## src/rtl/dsi_hs_lanes_ctrl.sv

```systemverilog
// dsi_hs_lanes_ctrl: sequences one HS clock lane and LANES HS data lanes for
// one HS burst per packet. Starts the clock lane, waits a pre-delay, starts
// all data lanes together, streams packet beats (one byte per lane per
// cycle), finishes the data lanes, waits a post-delay and stops the clock lane.
module dsi_hs_lanes_ctrl #(
  parameter int LANES           = 2,
  parameter int CLK_PRE_CYCLES  = 4,
  parameter int CLK_POST_CYCLES = 3
) (
  input  logic               clk_sys,
  input  logic               rst_n,
  // upstream packet beats
  input  logic [8*LANES-1:0] tx_data,
  input  logic               tx_valid,
  input  logic               tx_last,
  output logic               tx_ready,
  output logic               busy,
  output logic               underrun_err,
  // clock lane
  output logic               clk_start_rqst,
  output logic               clk_fin_rqst,
  input  logic               clk_data_rqst,
  input  logic               clk_active,
  input  logic               clk_fin_ack,
  output logic [7:0]         clk_lane_data,
  // data lanes
  output logic               data_start_rqst,
  output logic               data_fin_rqst,
  input  logic [LANES-1:0]   data_rqst,
  input  logic [LANES-1:0]   data_active,
  output logic [8*LANES-1:0] lane_data
);

  typedef enum logic [2:0] {
    IDLE,
    CLK_START,
    CLK_PRE,
    DATA_START,
    STREAM,
    DATA_WAIT,
    CLK_POST,
    CLK_FIN
  } state_t;

  // Counter reload values; a delay of one cycle skips the counting state.
  localparam logic [7:0] PRE_LOAD  = 8'(CLK_PRE_CYCLES - 1);
  localparam logic [7:0] POST_LOAD = 8'(CLK_POST_CYCLES - 1);

  state_t     state_q, state_d;
  logic [7:0] cnt_q, cnt_d;
  logic       drq_q, drq_d;
  logic       clk_fin_q, clk_fin_d;

  logic       consume;
  logic       beat_ok;
  logic       unused_drq;

  // Lanes run in lock-step, so only lane 0 paces the stream; the other
  // request bits are intentionally ignored.
  assign unused_drq = ^data_rqst;

  // A consume cycle is a lane ACTIVE cycle: data_rqst high for the second
  // (or later) consecutive cycle. The first data_rqst cycle is SYNC.
  assign consume = (state_q == STREAM) && data_rqst[0] && drq_q;
  assign beat_ok = consume && tx_valid;

  // State, delay counter, delayed lane-0 request and finish pulse registers.
  always_ff @(posedge clk_sys or negedge rst_n) begin
    if (!rst_n) begin
      state_q   <= IDLE;
      cnt_q     <= '0;
      drq_q     <= 1'b0;
      clk_fin_q <= 1'b0;
    end else begin
      state_q   <= state_d;
      cnt_q     <= cnt_d;
      drq_q     <= drq_d;
      clk_fin_q <= clk_fin_d;
    end
  end

  // Next-state logic and the request pulses tied to state transitions.
  always_comb begin
    state_d        = state_q;
    cnt_d          = cnt_q;
    drq_d          = (state_q == STREAM) && data_rqst[0];
    clk_start_rqst = 1'b0;

    case (state_q)
      IDLE: begin
        if (tx_valid && !clk_active) begin
          clk_start_rqst = 1'b1;
          state_d        = CLK_START;
        end
      end

      CLK_START: begin
        if (clk_data_rqst) begin
          cnt_d   = PRE_LOAD;
          state_d = (PRE_LOAD == 8'd0) ? DATA_START : CLK_PRE;
        end
      end

      CLK_PRE: begin
        cnt_d = cnt_q - 8'd1;
        if (cnt_q <= 8'd1) begin
          state_d = DATA_START;
        end
      end

      DATA_START: begin
        state_d = STREAM;
      end

      STREAM: begin
        if (beat_ok && tx_last) begin
          state_d = DATA_WAIT;
        end
      end

      DATA_WAIT: begin
        // Wait for every lane to leave HS, not merely acknowledge finish.
        if (data_active == '0) begin
          cnt_d   = POST_LOAD;
          state_d = (POST_LOAD == 8'd0) ? CLK_FIN : CLK_POST;
        end
      end

      CLK_POST: begin
        cnt_d = cnt_q - 8'd1;
        if (cnt_q <= 8'd1) begin
          state_d = CLK_FIN;
        end
      end

      CLK_FIN: begin
        if (clk_fin_ack || !clk_active) begin
          state_d = IDLE;
        end
      end

      default: begin
        state_d = IDLE;
      end
    endcase

    // Clock-lane finish is a single pulse on entry to CLK_FIN, even if the
    // lane takes several cycles to acknowledge.
    clk_fin_d = (state_d == CLK_FIN) && (state_q != CLK_FIN);
  end

  // Datapath and status outputs.
  always_comb begin
    tx_ready        = beat_ok;
    lane_data       = beat_ok ? tx_data : '0;
    data_fin_rqst   = beat_ok && tx_last;
    underrun_err    = consume && !tx_valid;
    data_start_rqst = (state_q == DATA_START);
    clk_fin_rqst    = clk_fin_q;
    busy            = (state_q != IDLE);
    clk_lane_data   = 8'b0101_0101;
  end

endmodule

```

## config.mk

```make
export PLATFORM = sky130hd
export DESIGN_NAME = dsi_hs_lanes_ctrl
export DESIGN_NICKNAME = d
export VERILOG_FILES = /design/src/rtl/dsi_hs_lanes_ctrl.sv
export SDC_FILE = /design/constraint.sdc
export NUM_CORES = 1
export LEC_CHECK = 0
export BUFFER_PORTS_ARGS = -buffer_cell sky130_fd_sc_hd__buf_2
export CAP_MARGIN = 40
export CORE_MARGIN = 4
export CORE_UTILIZATION = 46
export DETAILED_ROUTE_END_ITERATION = 16
export PLACE_DENSITY_LB_ADDON = 0.12
export REMOVE_ABC_BUFFERS = 1
export SLEW_MARGIN = 20
export SYNTH_ARGS = -nofsm -noshare
export SYNTH_HDL_FRONTEND = slang
export SYNTH_SLANG_ARGS = --single-unit
```

## constraint.sdc

```tcl
create_clock -name clk_sys -period 2.05 [get_ports clk_sys]
set_clock_uncertainty 0.05 [all_clocks]
set_input_delay 0 -clock clk_sys [delete_from_list [all_inputs] [get_ports clk_sys]]
set_output_delay 0 -clock clk_sys [all_outputs]
set_load 0.03 [all_outputs]
```

==> impl_metrics.json <==
{
  "drcViolationCount": 0,
  "clkSinkCount": 13,
  "crit_path_end_kind": "output pin",
  "cts_buffers": 3,
  "cap_violations": 0,
  "vias_per_cell": 4.834,
  "slew_viol_final": 0,
  "drtIter0Drc": 9,
  "dp.final_hpwl_um": 1783,
  "first_pass_iters": 5,
  "finalSetupViolations": 0,
  "netlist.area_leader.share": 0.3394,
  "yosysTopAreaCell": "dfrtp_1",
  "portBuffers": 48,
  "setup_tns_ns": 0,
  "crit_arrival_ns": 1.79,
  "yosys_register_bits": 13,
  "clock_latency_ns": 0.28,
  "htree_levels": 1,
  "routed_wl_um": 2359,
  "synth.area.top_cells": "dfrtp_1, and2_1, buf_4",
  "post-route-util": 0.6186,
  "ir_drop_v": 0.0005826,
  "finalInstanceArea_mm2": 0.001214,
  "ys_warn_count": 0,
  "syn_area_um2": 958.4,
  "vias": 904,
  "maxClockFrequency_mhz": 542.5,
  "die_h_um": 53.65,
  "fin_ws_ns": 0.2066,
  "finalCritPeriodShare": 0.8992,
  "rows": 16,
  "synth_area_per_cell_um2": 8.557,
  "grt.total_usage": 0.1843,
  "die_area_mm2": 0.002878,
  "cts_buffer_depth": 2,
  "first_global_vias": 893,
  "area_delta_synth_final_pct": 26.63,
  "antenna_found_initial": 0,
  "worstSetupStartpointType": "flip-flop",
  "place_inst": 180,
  "path_max_fanout": 18,
  "diodes": 0,
  "final_nets": 190,
  "start_util": 0.4885,
  "num_io_pins": 58,
  "clk_pin_slew_worst_paths_ns": 0.08,
  "core_mm2": 0.001962,
  "synth_cell_types": 37,
  "drive_gt1_frac": 0.3688,
  "hp-class": "in2reg",
  "postSynthCellCount": 112,
  "cp_slowest_cell": "dfrtp_1",
  "finalHoldViolations": 0,
  "fin_cells": 187,
  "post-route-min-period_ns": 1.843,
  "critPathKind": "reg2out",
  "routabilityCongestion": 0.7132,
  "rsz0062_at_grt": "false",
  "leakage_uw": 0.0006711,
  "outcome": "completed",
  "grt_max_degree": 19,
  "synth-seq-area-share": 0.3394,
  "crit_chain": "nor2_2 > and3_2 > and2_1 > buf_2",
  "gr-total-overflow": 0,
  "max_stage_delay_ns": 0.54,
  "powerDensity_mw_per_mm2": 1096,
  "die_w_um": 53.65,
  "placed_cell_area_mm2": 0.001156,
  "ant_nets": 0,
  "cts_tree": "yes",
  "post_drt_wl_per_cell_um": 12.61,
  "root_buffer": "clkbuf_4",
  "pre_cts_ws_ns": 0.4185,
  "grt_pass1_wl_um": 3781,
  "crit_required_ns": 2.00
}
## flip-flops by register name (all words and copies together) (netlist names)
register,cells
drq_q,1
clk_fin_rqst,1
cnt_q,8
state_q,3
## synth_stat cells, drive strengths merged
| master | number |
|---|---|
| and2 | 17 |
| dfrtp | 13 |
| buf | 12 |
| nor2 | 11 |
| a21oi | 6 |
| nor3 | 6 |
| inv | 5 |
| nand2 | 5 |
| and3 | 4 |
| xor2 | 4 |
| a31oi | 3 |
| nand3 | 3 |
| o21ai | 3 |
| conb | 2 |
| ha | 2 |
| nor3b | 2 |
| a211o | 1 |
| a21boi | 1 |
| a311oi | 1 |
| and2b | 1 |
| and3b | 1 |
| clkbuf | 1 |
| nand3b | 1 |
| nor2b | 1 |
| nor4b | 1 |
| o22ai | 1 |
| o2bb2ai | 1 |
| o31ai | 1 |
| or2 | 1 |
| xnor2 | 1 |
## area by class of cell
cell class	instances	area, um^2
fill	185	748.2
timing repair buffer	51	270.3
sequential	13	325.3
tap	27	33.78
inverter	5	18.77
clock buffer	4	26.28
multi-input combinational	87	539.3
## power breakdown
part	total [uW]	switching (uW)	internal [uW]
Clock	162	86.5	75.5
Sequential	542	179	363
Combinational	625	365	261
Total	1330	631	699
## repair_timing
action                                 CTS  global route
setup buffers                            0             0
endpoints found under the hold margin   15             0
setup endpoints to repair                0            17
hold buffers                             3             0
gates resized for setup                  0             1
## kinds of logic after synthesis
family,share of synthesized area
and+or+nand+nor,0.3421
AOI/OAI and AO/OA,0.1162
buffers and inverters,0.1227
DFF,0.3394
xor gates and xnor gates,0.04569
adders and majority gates,0.02611
other,0.007836
## worst max-delay path: cells and delay by family, from the launching register on
kind                   cells  cell delay [ns]
buffers and inverters      1             0.20
DFF                        1             0.54
and+or+nand+nor            3             0.77
## final timing paths
kind | from | end | slack [ns] | depth (start not counted)
setup reg to reg | state_q[1] | state_q[0] | 0.51 | 4
min in group asynchronous | rst_n | cnt_q[2] | 0.08 | 2
setup / recovery | state_q[1] | lane_data[10] | 0.21 | 4
max in group asynchronous | rst_n | cnt_q[1] | 1.65 | 2
hold / removal | clk_fin_ack | state_q[2] | 0.04 | 4
hold reg to reg | cnt_q[5] | cnt_q[5] | 0.50 | 2
## cell usage in the layout, fill, tap and decap left out, types with 2 or more instances in the layout
| cell type | netlist | routed |
|---|---|---|
| clkbuf_4 | 0 | 3 |
| nand3_1 | 3 | 3 |
| a21oi_1 | 6 | 6 |
| conb_1 | 2 | 8 |
| inv_1 | 4 | 4 |
| nand2_1 | 5 | 5 |
| and3_1 | 4 | 3 |
| xor2_1 | 4 | 4 |
| nor2_1 | 10 | 10 |
| a31oi_1 | 3 | 3 |
| and2_1 | 16 | 16 |
| buf_2 | 1 | 48 |
| dfrtp_1 | 13 | 13 |
| o21ai_0 | 3 | 3 |
| nor3_1 | 5 | 5 |
| dlygate4sd3_1 | 0 | 3 |
| ha_1 | 2 | 2 |
## through the flow
stage,hold WS [ns],power [uW]
2_1_floorplan,-0.3456,989.1
3_3_place_gp,-0.1456,1140
3_5_place_dp,-0.1401,1165
4_1_cts,0.02704,1340
5_1_grt,0.03863,1455
6_report,0.03666,1330
## metal layers
metal | part of all wire | global-route usage | vias to the layer above
li1 | - | - | 452
met1 | 0.41 | 0.2184 | 410
met2 | 0.50 | 0.3102 | 40
met3 | 0.077 | 0.06925 | 2
met4 | 0.0085 | 0.05106 | 0
met5 | 0 | 0 | -
Power figures use the tool's default switching activity.
